$ cat config.mk
export PLATFORM = sky130hd
export DESIGN_NAME = score_board_reader
export DESIGN_NICKNAME = d
export VERILOG_FILES = /design/src/rtl/score_board_reader.sv
export SDC_FILE = /design/constraint.sdc
export NUM_CORES = 1
export LEC_CHECK = 0
export ABC_AREA = 1
export CELL_PAD_IN_SITES_DETAIL_PLACEMENT = 1
export CELL_PAD_IN_SITES_GLOBAL_PLACEMENT = 2
export CORE_ASPECT_RATIO = 0.5
export CORE_MARGIN = 3
export CORE_UTILIZATION = 39
export CTS_CLUSTER_DIAMETER = 150
export DETAILED_ROUTE_END_ITERATION = 6
export GPL_ROUTABILITY_DRIVEN = 1
export PLACE_DENSITY = 0.93
export SYNTH_ARGS = -nofsm -noshare
export SYNTH_HDL_FRONTEND = slang
export SYNTH_SLANG_ARGS = --single-unit
$ cat constraint.sdc
create_clock -name Clk_i -period 3.9 [get_ports Clk_i]
set_clock_uncertainty 0.2 [all_clocks]
set_input_delay 0.78 -clock Clk_i [delete_from_list [all_inputs] [get_ports Clk_i]]
set_output_delay 0.78 -clock Clk_i [all_outputs]
set_load 0.02 [all_outputs]
$ cat src/rtl/score_board_reader.sv
// ============================================================================
// Module   : score_board_reader
// Purpose  : Reads every player's personal best from the score store, then
//            streams a ranked leaderboard (highest first) over valid/ready.
// Options  : SCORE_BOARD_SKIP_ZERO_EN - when defined, zero scores are skipped
// Revision : 1.0 - initial release
// ============================================================================
`default_nettype none

module score_board_reader #(
    parameter int NUM_PLAYERS = 5,
    parameter int SCORE_W     = 7,
    parameter int ID_W        = 3
) (
    input  logic               Clk_i,
    input  logic               Reset_i,
    input  logic               Start_i,
    output logic               Rd_En_o,
    output logic [ID_W-1:0]    Rd_Addr_o,
    input  logic [SCORE_W-1:0] Rd_Data_i,
    output logic               Out_Valid_o,
    input  logic               Out_Ready_i,
    output logic [ID_W-1:0]    Out_Rank_o,
    output logic [ID_W-1:0]    Out_Player_ID_o,
    output logic [SCORE_W-1:0] Out_Score_o,
    output logic               Busy_o,
    output logic               Done_o
);

    // One extra bit so that counters can reach NUM_PLAYERS even when
    // 2**ID_W == NUM_PLAYERS.
    localparam int               CNT_W      = ID_W + 1;
    localparam logic [CNT_W-1:0] C_N        = CNT_W'(NUM_PLAYERS);
    localparam logic [CNT_W-1:0] C_N_M1     = CNT_W'(NUM_PLAYERS - 1);

    typedef enum logic [2:0] {
        S_IDLE   = 3'd0,
        S_FETCH  = 3'd1,
        S_SELECT = 3'd2,
        S_EMIT   = 3'd3,
        S_FINISH = 3'd4
    } state_t;

    state_t                 state_q;
    logic [SCORE_W-1:0]     buf_q [NUM_PLAYERS];
    logic [NUM_PLAYERS-1:0] emitted_q;
    logic [CNT_W-1:0]       cnt_q;
    logic [CNT_W-1:0]       rank_q;
    logic                   pend_q;
    logic [ID_W-1:0]        pend_addr_q;
    logic                   best_found_q;
    logic [ID_W-1:0]        best_id_q;
    logic [SCORE_W-1:0]     best_score_q;

    logic                   rd_en_q;
    logic [ID_W-1:0]        rd_addr_q;
    logic                   out_valid_q;
    logic [ID_W-1:0]        out_rank_q;
    logic [ID_W-1:0]        out_id_q;
    logic [SCORE_W-1:0]     out_score_q;
    logic                   busy_q;
    logic                   done_q;

    logic                   state_legal_d;
    logic [ID_W-1:0]        scan_id_d;
    logic [SCORE_W-1:0]     scan_score_d;
    logic                   scan_elig_d;
    logic                   take_d;
    logic                   found_d;
    logic [ID_W-1:0]        best_id_d;
    logic [SCORE_W-1:0]     best_score_d;

    // Running-maximum step for the entry currently addressed by the scan.
    always_comb begin
        state_legal_d = state_q inside {S_IDLE, S_FETCH, S_SELECT, S_EMIT, S_FINISH};
        scan_id_d     = cnt_q[ID_W-1:0];
        scan_score_d  = buf_q[scan_id_d];
        scan_elig_d   = !emitted_q[scan_id_d];
`ifdef SCORE_BOARD_SKIP_ZERO_EN
        if (scan_score_d == '0) begin
            scan_elig_d = 1'b0;
        end
`endif
        // Strict greater-than keeps the earlier (lower) ID on ties.
        take_d        = scan_elig_d && (!best_found_q || (scan_score_d > best_score_q));
        found_d       = best_found_q || take_d;
        best_id_d     = take_d ? scan_id_d    : best_id_q;
        best_score_d  = take_d ? scan_score_d : best_score_q;
    end

    always_ff @(posedge Clk_i) begin
        if (Reset_i || !state_legal_d) begin
            state_q      <= S_IDLE;
            emitted_q    <= '0;
            cnt_q        <= '0;
            rank_q       <= '0;
            pend_q       <= 1'b0;
            pend_addr_q  <= '0;
            best_found_q <= 1'b0;
            best_id_q    <= '0;
            best_score_q <= '0;
            rd_en_q      <= 1'b0;
            rd_addr_q    <= '0;
            out_valid_q  <= 1'b0;
            out_rank_q   <= '0;
            out_id_q     <= '0;
            out_score_q  <= '0;
            busy_q       <= 1'b0;
            done_q       <= 1'b0;
            for (int i = 0; i < NUM_PLAYERS; i++) begin
                buf_q[i] <= '0;
            end
        end else begin
            done_q      <= 1'b0;
            // Read data returns one cycle after the strobe; remember the address.
            pend_q      <= rd_en_q;
            pend_addr_q <= rd_addr_q;
            if (pend_q) begin
                buf_q[pend_addr_q] <= Rd_Data_i;
            end

            case (state_q)
                S_IDLE: begin
                    if (Start_i) begin
                        state_q   <= S_FETCH;
                        busy_q    <= 1'b1;
                        emitted_q <= '0;
                        rank_q    <= '0;
                        cnt_q     <= '0;
                        rd_en_q   <= 1'b1;
                        rd_addr_q <= '0;
                    end
                end

                S_FETCH: begin
                    if (cnt_q < C_N_M1) begin
                        rd_en_q   <= 1'b1;
                        rd_addr_q <= ID_W'(cnt_q + 1'b1);
                    end else begin
                        rd_en_q   <= 1'b0;
                        rd_addr_q <= '0;
                    end
                    if (cnt_q == C_N) begin
                        state_q      <= S_SELECT;
                        cnt_q        <= '0;
                        best_found_q <= 1'b0;
                    end else begin
                        cnt_q <= cnt_q + 1'b1;
                    end
                end

                S_SELECT: begin
                    best_found_q <= found_d;
                    best_id_q    <= best_id_d;
                    best_score_q <= best_score_d;
                    if (cnt_q == C_N_M1) begin
                        cnt_q <= '0;
                        if (found_d) begin
                            state_q     <= S_EMIT;
                            out_valid_q <= 1'b1;
                            out_rank_q  <= rank_q[ID_W-1:0];
                            out_id_q    <= best_id_d;
                            out_score_q <= best_score_d;
                        end else begin
                            state_q <= S_FINISH;
                            done_q  <= 1'b1;
                        end
                    end else begin
                        cnt_q <= cnt_q + 1'b1;
                    end
                end

                S_EMIT: begin
                    if (Out_Ready_i) begin
                        emitted_q[out_id_q] <= 1'b1;
                        rank_q              <= rank_q + 1'b1;
                        out_valid_q         <= 1'b0;
                        best_found_q        <= 1'b0;
                        if ((rank_q + 1'b1) == C_N) begin
                            state_q <= S_FINISH;
                            done_q  <= 1'b1;
                        end else begin
                            state_q <= S_SELECT;
                        end
                    end
                end

                S_FINISH: begin
                    state_q <= S_IDLE;
                    busy_q  <= 1'b0;
                end

                default: begin
                    state_q <= S_IDLE;
                end
            endcase
        end
    end

    assign Rd_En_o         = rd_en_q;
    assign Rd_Addr_o       = rd_addr_q;
    assign Out_Valid_o     = out_valid_q;
    assign Out_Rank_o      = out_rank_q;
    assign Out_Player_ID_o = out_id_q;
    assign Out_Score_o     = out_score_q;
    assign Busy_o          = busy_q;
    assign Done_o          = done_q;

endmodule

`default_nettype wire

---- Word-level counts from Yosys, hierarchy flattened ----
Memories as Yosys holds them, arrays and structs flattened. A register that Yosys moved wholly into a read port is not among the register bits.
Index checks and enable logic that the tools add are counted.
storage, ports and cells
  register bits ........................... 51
  memory bits (writable) .................. 35
  bits of input ports ..................... 11
  logic and storage cells ................. 113
  memories kept ........................... 1
memories
  name   depth  width  read ports  clocked after Yosys merged registers in  wr ports  line  text
  buf_q  5      7      1           1                                        5         45    logic [SCORE_W-1:0] buf_q [NUM_PLAYERS];
operators by class
  add/subtract/negate cells ............... 2
  order comparisons ....................... 5
  equality and inequality tests ........... 12
  muxes and demuxes ....................... 50
  bitwise gates (word level) .............. 1
  reductions and logical operators ........ 25
operators with widths
  operator               number
  $mux W3                12
  $mux W1                18
  $mux W4                4
  $mux W7                2
  $eq A4 B3 Y1 const B   3
  $pmux W3 S4            1
  $pmux W4 S3            1
  $mux W5                2
  $pmux W5 S2            1
  $reduce_and A3 Y1      3
  $add A4 B1 Y4 const B  2
  $lt A3 B4 Y1 const B   2
  $pmux W1 S2            4
  $pmux W4 S2            1
  $reduce_and A4 Y1      2
  $reduce_bool A2 Y1     4
  $gt A7 B7 Y1           1
  $reduce_or A7 Y1       1
  $eq A3 B2 Y1 const B   2
  $ne A2 B2 Y1 const B   3
  $pmux W3 S2            1
  $reduce_and A2 Y1      3
  $reduce_bool A3 Y1     2
  $or A5 B5 Y5           1
  13 further kinds       19

---- Longest topological paths before layout ----
  word-level depth ........................ 8
  mapped depth ............................ 22
  depth with buffers taken out ............ 20

---- Worst setup path after synthesis ----
Ideal clock, no wire load.
  path kind ............................... register to register
  start point ............................. register (tool-made name)
  end point ............................... register out_id_q[0] (netlist: Out_Player_ID_o[0])
  setup time .............................. 0.111 ns
  data arrival time ....................... 2.020 ns
  data required time ...................... 3.589 ns
  path slack .............................. 1.569 ns
  cell stages (with the launch flop) ...... 21
  path buffers ............................ 3
  path through ............................ dfxtp_1 -> buf_4 -> buf_6 -> nor2_1 -> nor2_1 -> o21ai_0 -> nand2_1 -> nand2_1 -> nand2_1 -> ha_1 -> a21oi_1 -> nand2_1 -> nand2_1 -> nand2_1 -> nand2_1 -> nand2_1 -> buf_2 -> nand3_1 -> nand2_1 -> nor2_1 -> nor2_1
RTL lines
  item                  line  text
  to (signal assigned)  162   out_id_q <= best_id_d;
  to (decl)             59    logic [ID_W-1:0] out_id_q;

==> results.sh <==
export IMPL_cp_common_cell="nand2_1"
export IMPL_vdd_ir_drop_max_mv=0.287
export IMPL_max_slew_margin=0.498
export IMPL_final_cell_mix="nand2_1, nor2_1, inv_1"
export IMPL_rrSetupSlack_ps=490
export IMPL_die_h_um=88.1
export IMPL_fin_nets=680
export IMPL_stdcell_count=832
export IMPL_die_area_sq_um=15000
export IMPL_postRouteAntennaNets=0
export IMPL_ys_flop_type="edfxtp_1"
export IMPL_layout_drive_gt1_share=0.0816
export IMPL_io_buffers=30
export IMPL_r2r_worst_path_cells=17
export IMPL_maxCapViolCount=0
export IMPL_cpMaxStageDelayCell="dfxtp_1"
export IMPL_seqCellArea_sq_um=2760
export IMPL_numCtsBuffers=9
export IMPL_path_clk_slew_ps=80
export IMPL_whs_ps=265
export IMPL_vias=4218
export IMPL_synth_top_area_share=0.320
export IMPL_synth_cell_types=38
export IMPL_setup_violations=0
export IMPL_area_delta_synth_final_pct=13.4
export IMPL_crit_chain="inv_1 > o21ai_0 > nand2_1 > nand2_1 > nand2_1 > ha_1 > nand2_1 > nor2_1 > nand2_1 > nand2_1 > nand2_1 > nand2_1 > nand2_2 > nand2_1 > nand2_1 > nor2_1 > nor2_1"
export IMPL_cts_hold_buf=0
export IMPL_final_common_cell="nand2_1"
export IMPL_multi_input_area_sq_um=2040
export IMPL_syn_inst=634
export IMPL_yosys_area_top_type="edfxtp_1"
export IMPL_cts_tree="built"
export IMPL_grt_pass1_vias=4292
export IMPL_critPathLaunchType="flip-flop"
export IMPL_cts_resized=0
export IMPL_grtUsageTotal=0.192
export IMPL_p_leak_nw=2.49
export IMPL_firstDrtPassIters=4
export IMPL_min_path_type="reg -> reg"
export IMPL_clk_latency_ps=350
export IMPL_setup_tns_ps=0
export IMPL_route_met3_wl_um=361
export IMPL_syn_nets=657
export IMPL_critPathMaxStageDelay_ps=520
export IMPL_ys_ff_latch=110
export IMPL_grt_max_degree=31
export IMPL_yosysSeqAreaShare=0.526
export IMPL_route_met2_wl_um=6450
export IMPL_cp_required_ps=3950
export IMPL_htree_levels=3
export IMPL_drt_met1_wl_um=6740
export IMPL_num_fill_cells=1578
export IMPL_synth_area_top_cells="edfxtp_1, dfxtp_1, nand2_1"
export IMPL_gp_congestion=0.774
export IMPL_crit_path_end="Out_Score_o[5]"
export IMPL_powerDensity_nw_per_um2=646
export IMPL_rsz0062_at_grt="false"
export IMPL_detailedRoute_firstIterationViolations=223
export IMPL_die_x_um=170
export IMPL_finalHoldViolations=0
export IMPL_arrival_ps=3460
export IMPL_cts_path_max_buffers=2
export IMPL_cp_max_fo=28
export IMPL_wl_um=13700
export IMPL_row_count=29
export IMPL_routed_top_layer="met4"
export IMPL_fmax_mhz=293
export IMPL_syn_area_sq_um=5250
export IMPL_wire_per_inst_um=16.4
export IMPL_r2r_end="Out_Score_o[5]"
export IMPL_cts_sinks=110
export IMPL_n_antenna_cell=0
export IMPL_io_pins=31
export IMPL_synth_edf_count=56
export IMPL_dp_cells=816
export IMPL_vias_per_cell=5.07
export IMPL_core_sq_um=12900
export IMPL_cp_end_kind="flip-flop"
export IMPL_drv_slew=0
export IMPL_dp_hpwl_um=9770
export IMPL_antenna_found_initial=0
export IMPL_synth_area_per_cell_sq_um=8.29
export IMPL_drc_errors=0
export IMPL_post_cts_setup_buffers=0
export IMPL_grt_pass1_wl_um=22300
export IMPL_ys_async_sr_fraction=0
export IMPL_period_share=0.874
export IMPL_status="complete, no violations"
export IMPL_post_route_min_period_ps=3410
export IMPL_grt_overflow_total=0
export IMPL_worstMarginPinSlew_ps=753
export IMPL_cts_root_buf="clkbuf_16"
export IMPL_worstSetupPathType="reg -> reg"
export IMPL_initial_core_util=0.407
export IMPL_yosys_warnings=0
-- cells by family after synthesis --
family                     after synthesis  synth area share
and+or+nand+nor                        329             0.266
DFF                                    110             0.526
buffers and inverters                  100            0.0864
AOI/OAI and AO/OA                       81            0.0895
adders and majority gates               12            0.0286
xor gates and xnor gates                 2           0.00333
-- cells in the mapped netlist (6+ instances only) --
cell type	instances
a21oi_1	26
buf_2	9
buf_6	6
dfxtp_1	54
edfxtp_1	56
ha_1	12
inv_1	68
inv_2	9
nand2_1	135
nand2_2	10
nand3_1	32
nand4_1	9
nor2_1	131
o21ai_0	35
-- report_power, final --
| group | total [W] | switching (W) | internal, W |
|---|---|---|---|
| Sequential | 0.00145 | 0.000115 | 0.00133 |
| Clock | 0.00101 | 0.000442 | 0.000571 |
| Combinational | 0.00139 | 0.000953 | 0.000437 |
-- worst min path at each step --
stage,startpoint,depth (start not counted),slack (ps),endpoint
floorplan,emitted_q[4],2,230,emitted_q[4]
global placement,Out_Valid_o,2,240,Out_Valid_o
detailed placement,emitted_q[4],2,250,emitted_q[4]
CTS,emitted_q[1],2,270,emitted_q[1]
global route,emitted_q[4],2,280,emitted_q[4]
finish,emitted_q[1],2,260,emitted_q[1]
-- stage by stage --
stage	power, W	instance area, sq um	utilization	setup slack [ps]
2_1_floorplan	0.00249	5250	-	1570
3_3_place_gp	0.00280	5640	0.436	627
3_5_place_dp	0.00285	5640	0.436	544
4_1_cts	0.00388	5960	0.461	517
5_1_grt	0.00413	5960	0.461	105
6_report	0.00385	5960	0.461	492
-- layer usage --
metal | up-vias | GRT usage
met5 | - | 0
met4 | 0 | 0.0405
met3 | 8 | 0.0356
met2 | 45 | 0.329
met1 | 2080 | 0.257
li1 | 2085 | -
-- registers in the layout (all words and copies together) (netlist names), named ones only --
register         flops
buf_q               56
Out_Score_o          7
best_score_q         7
emitted_q            5
cnt_q                4
rank_q               4
Out_Player_ID_o      3
Out_Rank_o           3
Rd_Addr_o            3
best_id_q            3
pend_addr_q          3
state_q              3
Busy_o               1
Done_o               1
Out_Valid_o          1
Rd_En_o              1
best_found_q         1
pend_q               1
-- area by class of cell --
| class | instances | area share |
|---|---|---|
| sequential | 110 | 0.464 |
| inverter | 79 | 0.0506 |
| tap | 170 | 0.0357 |
| clock inverter | 6 | 0.0157 |
| multi-input combinational | 424 | 0.342 |
| clock buffer | 10 | 0.0384 |
| timing repair buffer | 33 | 0.0542 |
-- worst max-delay path: cells and delay by family, from the launching register on --
family                     cells  cell delay [ps]
DFF                            1              520
and+or+nand+nor               14             1460
adders and majority gates      1              310
AOI/OAI and AO/OA              1              350
buffers and inverters          1              430
No activity file was read; power rests on OpenSTA's default activity.
